**config.mk**
```make
export PLATFORM = sky130hd
export DESIGN_NAME = series_eval_p_flat
export DESIGN_NICKNAME = d
export VERILOG_FILES = /design/src/rtl/series_eval_p_pkg.sv /design/src/rtl/series_eval_p_if.sv /design/src/rtl/series_eval_p_coef_rom.sv /design/src/rtl/series_eval_p.sv /design/src/flat_wrapper.sv
export SDC_FILE = /design/constraint.sdc
export NUM_CORES = 1
export LEC_CHECK = 0
export BUFFER_PORTS_ARGS = -buffer_cell sky130_fd_sc_hd__buf_2
export CELL_PAD_IN_SITES_DETAIL_PLACEMENT = 1
export CELL_PAD_IN_SITES_GLOBAL_PLACEMENT = 2
export CORE_MARGIN = 2
export CORE_UTILIZATION = 42
export DETAILED_ROUTE_END_ITERATION = 16
export PLACE_DENSITY_LB_ADDON = 0.3
export SYNTH_ARGS = -nofsm -noshare
export SYNTH_HDL_FRONTEND = slang
export SYNTH_HIERARCHICAL = 1
export SYNTH_SLANG_ARGS = --single-unit
```
**constraint.sdc**
```tcl
create_clock -name clk -period 13.4 [get_ports clk]
set_input_delay 1.34 -clock clk [delete_from_list [all_inputs] [get_ports clk]]
set_output_delay 1.34 -clock clk [all_outputs]
set_load 0.05 [all_outputs]
```
**src/rtl/series_eval_p_pkg.sv**
```systemverilog
// series_pkg: shared types and helpers for the series_eval_p engine.
//   state_t    controller states
//   coef(k)    default coefficient table (1/k! in Q2.14), 0 past the table
//   sat_clamp  clamp a wide signed value into a w-bit two's complement range
package series_pkg;

    typedef enum logic [1:0] {IDLE, TERM, NEXT, DONE} state_t;

    function automatic logic signed [31:0] coef(input int k);
        case (k)
            0:       return 32'sd16384;
            1:       return 32'sd16384;
            2:       return 32'sd8192;
            3:       return 32'sd2731;
            4:       return 32'sd683;
            5:       return 32'sd137;
            6:       return 32'sd23;
            7:       return 32'sd3;
            default: return 32'sd0;
        endcase
    endfunction

    // Wide arithmetic is carried in 64 bits, so w must stay below 32.
    function automatic logic signed [63:0] sat_clamp(input logic signed [63:0] v,
                                                     input int w);
        logic signed [63:0] hi, lo;
        hi = (64'sd1 <<< (w - 1)) - 64'sd1;
        lo = -hi - 64'sd1;
        if (v > hi)      return hi;
        else if (v < lo) return lo;
        else             return v;
    endfunction

endpackage

```
**src/rtl/series_eval_p_if.sv**
```systemverilog
// Request/result bundle between a requester (master) and series_eval_p (slave).
//   start, mode, x, in_y     : request side, sampled by the engine in IDLE
//   out_ans, done, busy, sat : result and status from the engine
interface series_eval_p_if #(
    parameter int W   = 16,
    parameter int Y_W = 8
);
    logic                start;
    logic                mode;
    logic signed [W-1:0] x;
    logic [Y_W-1:0]      in_y;
    logic signed [W-1:0] out_ans;
    logic                done;
    logic                busy;
    logic                sat;

    modport master (output start, mode, x, in_y,
                    input  out_ans, done, busy, sat);
    modport slave  (input  start, mode, x, in_y,
                    output out_ans, done, busy, sat);
endinterface

```
**src/rtl/series_eval_p_coef_rom.sv**
```systemverilog
// coef_rom: DEPTH x W combinational coefficient table filled from series_pkg::coef.
//   k : term index (out-of-range indices read as 0)
//   c : signed coefficient c_k
module coef_rom #(
    parameter int W     = 16,
    parameter int DEPTH = 8,
    parameter int K_W   = 4
) (
    input  logic [K_W-1:0]      k,
    output logic signed [W-1:0] c
);
    import series_pkg::*;

    logic [DEPTH-1:0][W-1:0] rom;

    for (genvar i = 0; i < DEPTH; i++) begin : g_rom
        localparam logic signed [31:0] CV = coef(i);
        assign rom[i] = CV[W-1:0];
    end

    always_comb begin
        c = '0;
        for (int i = 0; i < DEPTH; i++)
            if (k == K_W'(i)) c = rom[i];
    end
endmodule

```
**src/rtl/series_eval_p.sv**
```systemverilog
// series_eval_p: iterative evaluator of ans = sum_{k<n} s_k * c_k * x^k in
// signed Q(W-FRAC).FRAC. Each term costs a TERM cycle (accumulate c_k*tmp)
// and a NEXT cycle (tmp *= x); one multiplier is shared between them.
// Runs stop early once |tmp| drops below EPS; ans and tmp saturate and any
// clamp raises sat for the run.
//   clk, rst : clock, asynchronous active-high reset
//   bus      : slave side of series_eval_p_if (start/mode/x/in_y in,
//              out_ans/done/busy/sat out)
module series_eval_p #(
    parameter int W     = 16,
    parameter int FRAC  = 14,
    parameter int Y_W   = 8,
    parameter int DEPTH = 8,
    parameter int EPS   = 1
) (
    input  logic           clk,
    input  logic           rst,
    series_eval_p_if.slave bus
);
    import series_pkg::*;

    localparam int K_W = $clog2(DEPTH + 1);
    localparam logic signed [W-1:0] ONE = W'(1 << FRAC);

    state_t              state, state_nx;
    logic signed [W-1:0] tmp, ans, x_r, c_k, op_a, op_b;
    logic [K_W-1:0]      k, n_eff, n_in;
    logic                mode_r, sat_r;
    logic signed [2*W-1:0] prod, prod_sh;
    logic signed [63:0]  p_w, ans_w, acc_w, acc_s, tmp_s;
    logic                acc_clip, tmp_clip, last_term;

    coef_rom #(.W(W), .DEPTH(DEPTH), .K_W(K_W)) u_rom (.k(k), .c(c_k));

    always_comb begin
        n_in = (int'(bus.in_y) > DEPTH) ? K_W'(DEPTH) : K_W'(bus.in_y);
    end

    // Shared multiplier: TERM uses c_k*tmp, NEXT uses x_r*tmp.
    always_comb begin
        op_a    = (state == TERM) ? c_k : x_r;
        op_b    = tmp;
        prod    = {{W{op_a[W-1]}}, op_a} * {{W{op_b[W-1]}}, op_b};
        prod_sh = prod >>> FRAC;
        p_w     = {{(64-2*W){prod_sh[2*W-1]}}, prod_sh};
        ans_w   = {{(64-W){ans[W-1]}}, ans};
        // Odd terms are subtracted only in alternating mode.
        acc_w   = (mode_r && k[0]) ? ans_w - p_w : ans_w + p_w;
        acc_s   = sat_clamp(acc_w, W);
        acc_clip = (acc_s != acc_w);
        tmp_s   = sat_clamp(p_w, W);
        tmp_clip = (tmp_s != p_w);
        last_term = (({1'b0, k} + (K_W+1)'(1)) == {1'b0, n_eff}) ||
                    (((tmp_s < 0) ? -tmp_s : tmp_s) < 64'(EPS));
    end

    always_ff @(posedge clk or posedge rst) begin
        if (rst) state <= IDLE;
        else     state <= state_nx;
    end

    always_comb begin
        state_nx = state;
        case (state)
            IDLE:    if (bus.start) state_nx = (n_in == '0) ? DONE : TERM;
            TERM:    state_nx = NEXT;
            NEXT:    state_nx = last_term ? DONE : TERM;
            DONE:    state_nx = IDLE;
            default: state_nx = IDLE;
        endcase
    end

    always_ff @(posedge clk or posedge rst) begin
        if (rst) begin
            tmp    <= '0;
            ans    <= '0;
            x_r    <= '0;
            k      <= '0;
            n_eff  <= '0;
            mode_r <= 1'b0;
            sat_r  <= 1'b0;
        end else begin
            case (state)
                IDLE: if (bus.start) begin
                    x_r    <= bus.x;
                    mode_r <= bus.mode;
                    n_eff  <= n_in;
                    tmp    <= ONE;
                    ans    <= '0;
                    k      <= '0;
                    sat_r  <= 1'b0;
                end
                TERM: begin
                    ans <= acc_s[W-1:0];
                    if (acc_clip) sat_r <= 1'b1;
                end
                NEXT: begin
                    tmp <= tmp_s[W-1:0];
                    k   <= k + K_W'(1);
                    if (tmp_clip) sat_r <= 1'b1;
                end
                default: ;
            endcase
        end
    end

    assign bus.out_ans = ans;
    assign bus.done    = (state == DONE);
    assign bus.busy    = (state != IDLE);
    assign bus.sat     = sat_r;
endmodule
```
**src/flat_wrapper.sv**
```systemverilog
// flat-port wrapper written by rule: the top's interface ports become plain ports
module series_eval_p_flat import series_pkg::*;
#(
    parameter int W     = 16,
    parameter int FRAC  = 14,
    parameter int Y_W   = 8,
    parameter int DEPTH = 8,
    parameter int EPS   = 1
)
  (clk, rst, bus_start, bus_mode, bus_x, bus_in_y, bus_out_ans, bus_done, bus_busy, bus_sat);
  series_eval_p_if #(.W(W), .Y_W(Y_W)) bus_i ();
  input  logic clk;
  input  logic rst;
  input wire logic [$bits(bus_i.start)-1:0] bus_start;
  input wire logic [$bits(bus_i.mode)-1:0] bus_mode;
  input wire logic [$bits(bus_i.x)-1:0] bus_x;
  input wire logic [$bits(bus_i.in_y)-1:0] bus_in_y;
  output wire logic [$bits(bus_i.out_ans)-1:0] bus_out_ans;
  output wire logic [$bits(bus_i.done)-1:0] bus_done;
  output wire logic [$bits(bus_i.busy)-1:0] bus_busy;
  output wire logic [$bits(bus_i.sat)-1:0] bus_sat;
  assign bus_i.start = bus_start;
  assign bus_i.mode = bus_mode;
  assign bus_i.x = bus_x;
  assign bus_i.in_y = bus_in_y;
  assign bus_out_ans = bus_i.out_ans;
  assign bus_done = bus_i.done;
  assign bus_busy = bus_i.busy;
  assign bus_sat = bus_i.sat;
  series_eval_p #(.W(W), .FRAC(FRAC), .Y_W(Y_W), .DEPTH(DEPTH), .EPS(EPS)) u_core (.clk(clk), .rst(rst), .bus(bus_i));
endmodule
```
# Word-level counts from Yosys, hierarchy flattened
# Cells that the tools add are included.
word_totals:
  regBits: 60
  elab_cells: 80
op_classes:
  addsub: 5
  n_mul: 1
  magnitude_cmp: 7
  eq_ne: 16
  muxes: 30
  reduce_logical: 13
op_table:
  columns: ["cell", "n"]
  rows:
  - ["$mux 64", 6]
  - ["$mux 16", 10]
  - ["$gt 64x16->1 const B", 1]
  - ["$lt 64x1->1 const B", 1]
  - ["$lt 64x16->1 const B", 1]
  - ["$lt 64x2->1 const B", 1]
  - ["$ne 64x18->1", 1]
  - ["$ne 64x64->1", 1]
  - ["$neg 64->64", 1]
  - ["$pmux 16 s2", 2]
  - ["$mul 16x16->32", 1]
  - ["$add 16x18->19", 1]
  - ["$sub 16x18->19", 1]
  - ["$gt 18x16->1 const B", 1]
  - ["$lt 18x16->1 const B", 1]
  - ["$eq 4x3->1 const B", 4]
  - ["$mux 15", 1]
  - ["$eq 4x2->1 const B", 2]
  - ["$gt 8x4->1 const B", 1]
  - ["$logic_not 4->1", 2]
  - ["$mux 4", 2]
  - ["$pmux 2 s4", 1]
  - ["$pmux 4 s2", 1]
  - ["$mux 2", 3]
  - ["other kinds (17)", 25]

# Depth between registers and ports, before layout
# Gate-level depths: netlist of run 1.
depth:
  depth_word: 20
  mapped_depth: 43
  ltp_nobuf: 39

# By module
# Netlist of run 1, hierarchy kept.
modules_own_cells:
  columns: ["mod", "instances", "cells_per_inst", "area_per_inst_um2", "seq_area_each_um2"]
  rows:
  - ["series_eval_p", 1, 1697, 15139.5, 1501.4]
  - ["coef_rom", 1, 22, 142.6, 0.0]

# Least setup slack after synthesis of run 1
# OpenSTA, ideal clock, no wires.
synth_timing:
  path_type: "flip-flop to flip-flop"
  start: "register u_core.state[1]"
  end: "register u_core.ans[4], in the netlist u_core/bus.out_ans[4]"
  arrival_time_ns: 10.164
  required_time_ns: 13.274
  setup_slack_ns: 3.110
  stages_incl_launch_ff: 40
  n_path_buf: 5
  period_less_slack_ns: 10.290
  path_cell_list: "dfrtp_1 inv_1 ha_1 buf_6 clkbuf_1 mux2_2 clkbuf_1 and2_1 fa_1 inv_1 fa_1 fa_1 inv_1 fa_1 fa_1 inv_1 fa_1 inv_1 [4 not listed] o21ai_1 xnor2_1 and4_1 clkbuf_1 nor2_1 xor2_1 ha_1 o21a_1 o21ai_0 a21oi_1 a311oi_1 o21ai_0 a221o_1 mux2_2 o21ai_0 a21oi_4 buf_6 a221o_1"
synth_via:
  elab_chain_len: 9
  word_cells_on_any_way: 15
  cone_classes: "add/sub (2); mul (1); order compare (2); eq/ne (2); mux (5); reduce/logical (3)"
synth_rtl:
  columns: ["element", "line_no", "text"]
  rows:
  - ["from (decl)", "series_eval_p.sv:25", "state_t state, state_nx;"]
  - ["from (signal assigned)", "series_eval_p.sv:59", "else state <= state_nx;"]
  - ["$eq 2x1->1", "series_eval_p.sv:41, series_eval_p.sv:83", null]
  - ["$mux 16", "series_eval_p.sv:41", "op_a = (state == TERM) ? c_k : x_r;"]
  - ["$mul 16x16->32", "series_eval_p.sv:43", "prod = {{W{op_a[W-1]}}, op_a} * {{W{op_b[W-1]}}, op_b};"]
  - ["$add 16x18->19 / $sub 16x18->19 (equally long branches)", "series_eval_p.sv:48", "acc_w = (mode_r && k[0]) ? ans_w - p_w : ans_w + p_w;"]
  - ["$mux 64", "series_eval_p.sv:48", null]
  - ["$lt 64x16->1", "series_eval_p_pkg.sv:30", "else if (v < lo) return lo;"]
  - ["$mux 64", "series_eval_p_pkg.sv:30", null]
  - ["$mux 64", "series_eval_p_pkg.sv:29", "if (v > hi) return hi;"]
  - ["$pmux 16 s2", "series_eval_p.sv:83", "case (state)"]
  - ["to (signal assigned)", "series_eval_p.sv:94", "ans <= acc_s[W-1:0];"]
  - ["to (decl)", "series_eval_p.sv:26", "logic signed [W-1:0] tmp, ans, x_r, c_k, op_a, op_b;"]
# Parallel ways exist; a longest one is shown, timed or not.
# A chain may end at the register's enable or synchronous reset.

# Final worst setup path of run 1
layout_timing:
  start: "register u_core.state[1]"
  end: "register u_core.ans[13], in the netlist u_core/bus.out_ans[13]"
# The elaborated chain is that of the path after synthesis.

==> flow_summary.yaml, run 1 <==
run_status:
  run_status: "completed"
sta:
  period_needed_ps: 12110
  grt_setup_unrepaired: "no"
  final.setup.tns_ps: 0
  worst_pin_slew_ps: 1010
  setup_violations: 0
  slew_headroom_pct: 32.2
  final.period_utilization_pct: 90.4
  fmax_mhz: 82.5
  hold_viol: 0
  timing.clock.skew_ps: 14.1
  timing.final.max_slew_violations: 0
  setup_slack_ps: 1290
worst_hold_path:
  hold_path_class: "register to register"
finish:
  most-common-layout-cells: "sky130_fd_sc_hd__inv_1 (343), sky130_fd_sc_hd__fa_1 (262), sky130_fd_sc_hd__nand2_1 (177)"
  syn_to_final_growth_pct: 6.00
  drive_above_1_share_pct: 7.60
  fillers: 4198
  nNetsFinal: 2115
  final_common_cell: "sky130_fd_sc_hd__inv_1"
synthesis:
  postSynthCellCount: 1719
  synthDistinctLibCells: 95
  synth_area_per_cell_um2: 8.89
  seq_area_frac_synth_pct: 9.82
  syn_area_um2: 15300
  synth_ff_type: "sky130_fd_sc_hd__dfrtp_1"
  synth_async_sr_flop_share_pct: 100
  ys.warnings.count: 6
  number_of_flops_mapped_to_enable_cells_by_yosys: 0
  ys_ff_latch: 60
clock_tree:
  clkLatencyLatePin_ps: 350
  clk_path_buf_depth: 2
  clkTransAtPathRegs_ps: 60
  cts.sink_count: 60
  cts.htree.levels: 3
  clk_root_buffer_cell: "sky130_fd_sc_hd__clkbuf_16"
  hold_buffers: 0
  cts_inserted_buffers: 9
  post_cts_buffers: 0
  tritoncts: "yes"
  post_cts_resized: 0
die:
  die_h_um: 195
  fp.dieW_um: 195
  die-area_um2: 37900
  num_rows: 69
  io_pins: 47
  start_util_pct: 42.8
  design.core.area_um2: 35700
routing:
  totalWireLength_um: 46700
  vias_per_cell: 5.54
  detailedRoute.firstIterationViolations: 552
  vias: 12098
  drt.antenna.violating_nets: 0
  number_of_remaining_drc_errors: 0
  detailedRoute.firstPassIterationCount: 4
  routedWlPerCell_um: 21.4
critical_path:
  rrSetupSlack_ps: 1290
  critPathCaptureType: "register"
  worst_path_max_delay_cell: "sky130_fd_sc_hd__xnor2_1"
  worstPathMaxFanout: 16
  crit_path_frequent_cell: "sky130_fd_sc_hd__fa_1"
  timing.critical_path.required_ps: 13680
  crit_type: "register to register"
  worstPathArrival_ps: 12390
  critical_path.max_stage_delay_ps: 800
  kind_of_launch_point_of_the_worst_setup_path: "register"
flow_run:
  cap_violations: 0
placed_design:
  dpl_worst_slack_ps: 1460
  detailed_place_hpwl_um: 37700
  place.port_buffers: 46
  routabilityCongestion: 0.869
global_routing:
  first_global_vias: 13640
  overflow: 0
  grt_use_total_pct: 25.7
  grt_start_max_net_pins: 61
  number_of_antenna_violations_at_the_first_check_in_global_routing: 0
  grt_first_pass_wirelength_um: 75900
flip-flops by register name (all words and copies together), names as in the netlist:
name,flops
u_core/op_b,16
u_core/bus.sat,1
u_core/n_eff,4
u_core/bus.out_ans,16
u_core/x_r,16
u_core/mode_r,1
u_core/k,4
u_core/state,2
through the flow:
| step | instances | hold slack [ps] | area [µm²] | util [%] |
|---|---|---|---|---|
| 2_1_floorplan | 1723 | 475 | 15300 | - |
| 4_1_cts | 2184 | 493 | 16200 | 45.3 |
| 3_5_place_dp | 2168 | 478 | 15900 | 44.4 |
| 3_3_place_gp | 2168 | 452 | 15900 | 44.4 |
| 5_1_grt | 2184 | 521 | 16200 | 45.3 |
| 6_report | 2185 | 487 | 16200 | 45.3 |
cell usage after synthesis (10+ instances only):
cell type,instances,area (µm²)
sky130_fd_sc_hd__a21o_1,19,143
sky130_fd_sc_hd__a21oi_1,58,290
sky130_fd_sc_hd__a221o_1,14,140
sky130_fd_sc_hd__a22o_1,13,114
sky130_fd_sc_hd__and2_1,128,801
sky130_fd_sc_hd__and3_1,14,87.6
sky130_fd_sc_hd__clkbuf_1,59,221
sky130_fd_sc_hd__dfrtp_1,60,1500
sky130_fd_sc_hd__fa_1,262,5250
sky130_fd_sc_hd__ha_1,107,1340
sky130_fd_sc_hd__inv_1,344,1290
sky130_fd_sc_hd__mux2_2,33,372
sky130_fd_sc_hd__nand2_1,177,664
sky130_fd_sc_hd__nand2b_1,10,62.6
sky130_fd_sc_hd__nand3_1,10,50.1
sky130_fd_sc_hd__nor2_1,70,263
sky130_fd_sc_hd__nor2b_1,15,93.8
sky130_fd_sc_hd__nor3_1,19,95.1
sky130_fd_sc_hd__o211ai_1,12,90.1
sky130_fd_sc_hd__o21a_1,12,90.1
sky130_fd_sc_hd__o21ai_0,51,255
sky130_fd_sc_hd__xnor2_1,41,359
sky130_fd_sc_hd__xor2_1,14,123
cells by family after synthesis:
| group | count (synthesis) | synth area share, % |
|---|---|---|
| other | 1 | 0.0245 |
| XOR/XNOR | 56 | 3.33 |
| multiplexers | 43 | 3.11 |
| AND/OR/NAND/NOR | 496 | 16.7 |
| AO/OA/AOI/OAI | 275 | 13.3 |
| adder cells (fa/ha/maj) | 369 | 43.1 |
| buffers and inverters | 419 | 10.7 |
| flip-flops | 60 | 9.82 |
final timing paths:
check	from	to	cells past startpoint
max	u_core/state[1]	u_core/bus.out_ans[13]	34
min	u_core/op_b[10]	u_core/op_b[10]	2
min in group asynchronous	rst	u_core/op_b[15]	3
max in group asynchronous	rst	u_core/x_r[1]	3
max reg2reg	u_core/state[1]	u_core/bus.out_ans[13]	34
min reg2reg	u_core/op_b[10]	u_core/op_b[10]	2
routing by layer:
metal / track usage, % / part of all wire [%]
met5: 0 / 0
met4: 6.33 / 2.1
met3: 2.71 / 3.1
met2: 45.4 / 51
met1: 33.8 / 44
cell type report:
cell class                      count  area, µm²  area share [%]
Multi-Input combinational cell   1244      12200            75.1
Clock inverter                      4       97.6           0.602
Inverter                          344       1290            7.97
Sequential cell                    60       1500            9.27
Clock buffer                       12        236            1.46
Timing Repair Buffer               59        328            2.02
Tap cell                          461        577            3.56
Antenna cell                        1       2.50          0.0154
worst max-delay path, delay by kind of cell (launching register included):
| kind | cells | cell delay [ps] |
|---|---|---|
| fa+ha+maj | 9 | 4610 |
| buf+inv | 6 | 890 |
| mux | 1 | 230 |
| compound gates | 7 | 1790 |
| xor+xnor | 2 | 970 |
| flops | 1 | 420 |
| simple gates | 9 | 3090 |
Power of run 1 is not shown: default switching activity piles up to over one toggle a cycle in this logic, so the estimate is an artifact.
==> run 2, diff against run 1 <==
--- a/config.mk
+++ b/config.mk
@@ -10,8 +10,10 @@
 export CELL_PAD_IN_SITES_GLOBAL_PLACEMENT = 2
 export CORE_MARGIN = 2
 export CORE_UTILIZATION = 42
+export CTS_BUF_LIST = sky130_fd_sc_hd__clkbuf_2
 export DETAILED_ROUTE_END_ITERATION = 16
 export PLACE_DENSITY_LB_ADDON = 0.3
+export REMOVE_ABC_BUFFERS = 1
 export SYNTH_ARGS = -nofsm -noshare
 export SYNTH_HDL_FRONTEND = slang
 export SYNTH_HIERARCHICAL = 1
==> constraint.sdc (replaced) <==
create_clock -name clk -period 13.4 [get_ports clk]
set_input_delay 2.01 -clock clk [delete_from_list [all_inputs] [get_ports clk]]
set_output_delay 2.01 -clock clk [all_outputs]
set_load 0.05 [all_outputs]
==> run 2 against run 1 <==
  * Non-clock buffer count shrank 3
  * Sequential share of layout area is 0.14 points higher
  * Die area unchanged
  * Utilization decreased by 0.67 points
  * Via count is 0.39% lower
  * Global-route usage barely moved
  * Clock skew rose by 25 ps
  * Critical endpoint unchanged
==> flow_summary.yaml, run 2 (synthesis gave the netlist of run 1 again) <==
run_status:
  run_status: "completed"
routing:
  number_of_remaining_drc_errors: 0
  vias_per_cell: 5.53
  detailedRoute.firstIterationViolations: 608
  drt.antenna.violating_nets: 0
  routedWlPerCell_um: 21.2
  totalWireLength_um: 46200
  vias: 12051
  detailedRoute.firstPassIterationCount: 5
clock_tree:
  post_cts_buffers: 0
  cts.htree.levels: 3
  post_cts_resized: 0
  clk_root_buffer_cell: "sky130_fd_sc_hd__clkbuf_2"
  cts.sink_count: 60
  clkTransAtPathRegs_ps: 210
  clk_path_buf_depth: 2
  hold_buffers: 0
  tritoncts: "yes"
  cts_inserted_buffers: 9
  clkLatencyLatePin_ps: 570
die:
  die-area_um2: 37900
  start_util_pct: 42.8
  die_h_um: 195
  num_rows: 69
  fp.dieW_um: 195
  io_pins: 47
  design.core.area_um2: 35700
critical_path:
  kind_of_launch_point_of_the_worst_setup_path: "register"
  worstPathMaxFanout: 15
  crit_type: "register to register"
  worstPathArrival_ps: 12500
  crit_path_frequent_cell: "sky130_fd_sc_hd__fa_1"
  critical_path.max_stage_delay_ps: 850
  worst_path_max_delay_cell: "sky130_fd_sc_hd__xnor2_1"
  critPathCaptureType: "register"
  timing.critical_path.required_ps: 13860
finish:
  most-common-layout-cells: "sky130_fd_sc_hd__inv_1 (343), sky130_fd_sc_hd__fa_1 (262), sky130_fd_sc_hd__nand2_1 (177)"
  syn_to_final_growth_pct: 4.44
  fillers: 4253
  insertedDiodeCount: 0
  final_common_cell: "sky130_fd_sc_hd__inv_1"
  multiInputGateArea_um2: 12200
  layout.core_utilization_pct: 44.7
  drive_above_1_share_pct: 7.62
  nNetsFinal: 2112
  sequential_cell_area_um2: 1500
global_routing:
  first_global_vias: 13626
  overflow: 0
  grt_use_total_pct: 25.7
  number_of_antenna_violations_at_the_first_check_in_global_routing: 0
  grt_first_pass_wirelength_um: 76100
  grt_start_max_net_pins: 61
placed_design:
  routabilityCongestion: 0.899
  detailed_place_hpwl_um: 37400
  place.port_buffers: 46
sta:
  period_needed_ps: 12030
  fmax_mhz: 83.1
  timing.clock.skew_ps: 38.7
  worst_pin_slew_ps: 1090
  final.setup.tns_ps: 0
  setup_violations: 0
  final.period_utilization_pct: 89.8
  timing.final.max_slew_violations: 0
  slew_headroom_pct: 26.9
  grt_setup_unrepaired: "no"
  hold_viol: 0
flow_run:
  cap_violations: 0
worst_hold_path:
  hold_path_class: "register to register"
-- run 2: cell types whose count changed in the layout (fill, tap and decap cells not counted) --
cell,change
sky130_fd_sc_hd__clkbuf_16,-9
sky130_fd_sc_hd__clkbuf_2,+9
sky130_fd_sc_hd__buf_4,-3
sky130_fd_sc_hd__clkbuf_1,-3
sky130_fd_sc_hd__bufinv_16,-2
sky130_fd_sc_hd__clkinv_2,+2
sky130_fd_sc_hd__clkinv_4,+2
sky130_fd_sc_hd__inv_6,+2
sky130_fd_sc_hd__clkinvlp_4,-1
sky130_fd_sc_hd__diode_2,-1
-- run 2: final timing paths --
check	start	slack [ps]	to	depth (start not counted)
setup reg to reg	u_core/state[1]	1370	u_core/bus.out_ans[13]	34
min in group asynchronous	rst	1650	u_core/x_r[5]	3
hold reg to reg	u_core/x_r[7]	530	u_core/x_r[7]	1
setup / recovery	u_core/state[1]	1370	u_core/bus.out_ans[13]	34
hold / removal	u_core/x_r[7]	530	u_core/x_r[7]	1
max in group asynchronous	rst	11180	u_core/op_b[9]	3
-- run 2: cell type report --
type	instances	share of cell area, %
Multi-Input combinational cell	1244	76.2
Sequential cell	60	9.41
Inverter	344	8.09
Tap cell	461	3.61
Timing Repair Buffer	56	1.91
Clock inverter	7	0.470
Clock buffer	9	0.282
-- run 2: routing by layer --
metal  GRT usage, %  up-vias  routed length (µm)
li1               -     5483                   -
met1           34.7     6289               20600
met2           44.8      218               23100
met3           2.03       61                1320
met4           6.59        0                1210
met5              0        -                   0
-- run 2: per-stage QoR --
stage / cells / worst slack, ps / hold WS (ps) / instance area [µm²]
after floorplan: 1648 / 3220 / 475 / 15000
after global placement: 2165 / 1560 / 491 / 15800
after detailed placement: 2165 / 1520 / 493 / 15800
after CTS: 2181 / 1430 / 534 / 16000
after global routing: 2181 / 734 / 556 / 16000
final: 2181 / 1370 / 532 / 16000
-- run 2: worst max-delay path: cells and delay by family (launching register included) --
family | cells | cell delay, ps
adder cells (fa/ha/maj) | 9 | 4540
AO/OA/AOI/OAI | 12 | 3220
AND/OR/NAND/NOR | 4 | 1250
XOR/XNOR | 2 | 1030
multiplexers | 2 | 790
buffers and inverters | 5 | 600
flip-flops | 1 | 480
Power of run 2 is left out for the same reason.
==> run 3, diff against run 2 <==
--- a/config.mk
+++ b/config.mk
@@ -5,7 +5,8 @@
 export SDC_FILE = /design/constraint.sdc
 export NUM_CORES = 1
 export LEC_CHECK = 0
-export BUFFER_PORTS_ARGS = -buffer_cell sky130_fd_sc_hd__buf_2
+export ABC_CLOCK_PERIOD_IN_PS = 12560
+export BUFFER_PORTS_ARGS = -buffer_cell sky130_fd_sc_hd__buf_4
 export CELL_PAD_IN_SITES_DETAIL_PLACEMENT = 1
 export CELL_PAD_IN_SITES_GLOBAL_PLACEMENT = 2
 export CORE_MARGIN = 2
==> constraint.sdc (replaced) <==
create_clock -name clk -period 12.56 [get_ports clk]
set_input_delay 1.884 -clock clk [delete_from_list [all_inputs] [get_ports clk]]
set_output_delay 1.884 -clock clk [all_outputs]
set_load 0.05 [all_outputs]
==> run 3 against run 2 <==
  * Cell count up 0.23%
  * Non-clock buffer count grew 5
  * Via count is 0.22% lower
  * Routed wire length fell by 1.8%
  * First-iteration DRC count shrank 13%
==> flow_summary.yaml, run 3 (synthesis gave the netlist of run 1 again) <==
sta:
  fmax_mhz: 85.1
  final.period_utilization_pct: 93.5
  timing.clock.skew_ps: 48.8
  final.setup.tns_ps: 0
  hold_viol: 0
  slew_headroom_pct: 28.0
  worst_pin_slew_ps: 1080
  period_needed_ps: 11750
  setup_violations: 0
  grt_setup_unrepaired: "no"
  timing.final.max_slew_violations: 0
finish:
  syn_to_final_growth_pct: 5.50
  nNetsFinal: 2117
  most-common-layout-cells: "sky130_fd_sc_hd__inv_1 (343), sky130_fd_sc_hd__fa_1 (262), sky130_fd_sc_hd__nand2_1 (177)"
  fillers: 4258
  drive_above_1_share_pct: 7.83
  layout.core_utilization_pct: 45.1
  multiInputGateArea_um2: 12200
  final_common_cell: "sky130_fd_sc_hd__inv_1"
  sequential_cell_area_um2: 1500
placed_design:
  routabilityCongestion: 0.898
  detailed_place_hpwl_um: 37300
  place.port_buffers: 46
global_routing:
  grt_start_max_net_pins: 61
  number_of_antenna_violations_at_the_first_check_in_global_routing: 1
  grt_use_total_pct: 25.4
  overflow: 0
  grt_first_pass_wirelength_um: 75300
  first_global_vias: 13516
clock_tree:
  clk_root_buffer_cell: "sky130_fd_sc_hd__clkbuf_2"
  tritoncts: "yes"
  clkTransAtPathRegs_ps: 220
  clk_path_buf_depth: 2
  post_cts_buffers: 0
  clkLatencyLatePin_ps: 550
  hold_buffers: 0
  cts.htree.levels: 3
  cts_inserted_buffers: 9
  cts.sink_count: 60
  post_cts_resized: 0
worst_hold_path:
  hold_path_class: "register to register"
routing:
  vias: 12025
  number_of_remaining_drc_errors: 0
  detailedRoute.firstPassIterationCount: 5
  vias_per_cell: 5.50
  detailedRoute.firstIterationViolations: 528
  routedWlPerCell_um: 20.7
  drt.antenna.violating_nets: 0
  totalWireLength_um: 45300
die:
  die-area_um2: 37900
  die_h_um: 195
  io_pins: 47
  start_util_pct: 42.8
  fp.dieW_um: 195
  design.core.area_um2: 35700
  num_rows: 69
critical_path:
  critPathCaptureType: "register"
  worstPathArrival_ps: 12220
  kind_of_launch_point_of_the_worst_setup_path: "register"
  crit_type: "register to register"
  worst_path_max_delay_cell: "sky130_fd_sc_hd__fa_1"
  worstPathMaxFanout: 16
  crit_path_frequent_cell: "sky130_fd_sc_hd__fa_1"
  critical_path.max_stage_delay_ps: 560
  timing.critical_path.required_ps: 13030
flow_run:
  cap_violations: 0
run_status:
  run_status: "completed"
## run 3: cell types whose count changed in the layout (fill, tap and decap cells not counted), sizes merged
cell / change
buf: +5
clkinv: -2
inv: -2
bufinv: +1
clkbuf: +1
clkinvlp: +1
diode: +1
## run 3: critical path, delay by kind of cell, from the launching register on
kind | cells | cell delay (ps)
adder cells (fa/ha/maj) | 10 | 4640
AO/OA/AOI/OAI | 10 | 2730
AND/OR/NAND/NOR | 8 | 1940
buffers and inverters | 7 | 860
multiplexers | 1 | 510
XOR/XNOR | 1 | 490
flip-flops | 1 | 480
## run 3: area by class of cell
class | count | area share (%)
clock buffer | 10 | 0.310
timing repair buffer | 61 | 2.84
clock inverter | 5 | 0.481
multi-input combinational | 1244 | 75.5
antenna | 1 | 0.0155
sequential | 60 | 9.31
inverter | 344 | 8.01
tap | 461 | 3.58
## run 3: stage by stage
step                      cells  hold WS [ps]  instance area (µm²)  worst slack, ps
after global placement     2170           487                16000             1110
after CTS                  2185           539                16100              811
final                      2186           543                16100              815
after floorplan            1648           475                15000             2380
after global routing       2186           560                16100             35.8
after detailed placement   2170           504                16000              951
## run 3: routing by layer
metal	global-route usage [%]	wire length [µm]	up-vias
met1	34.0	20100	6265
met3	2.24	1390	60
met4	7.04	1200	0
met5	0	0	-
met2	44.3	22700	207
li1	-	-	5493
## run 3: path summary, 6_finish.rpt
kind,to,cells past startpoint,from,slack [ps]
worst max-delay path,u_core/bus.out_ans[10],37,u_core/state[1],810
worst min-delay path,u_core/x_r[15],1,u_core/x_r[15],540
worst max register to register,u_core/bus.out_ans[10],37,u_core/state[1],810
worst min register to register,u_core/x_r[15],1,u_core/x_r[15],540
max in group asynchronous,u_core/op_b[9],3,rst,10460
min in group asynchronous,u_core/state[1],3,rst,1540
Power of run 3 is left out for the same reason.
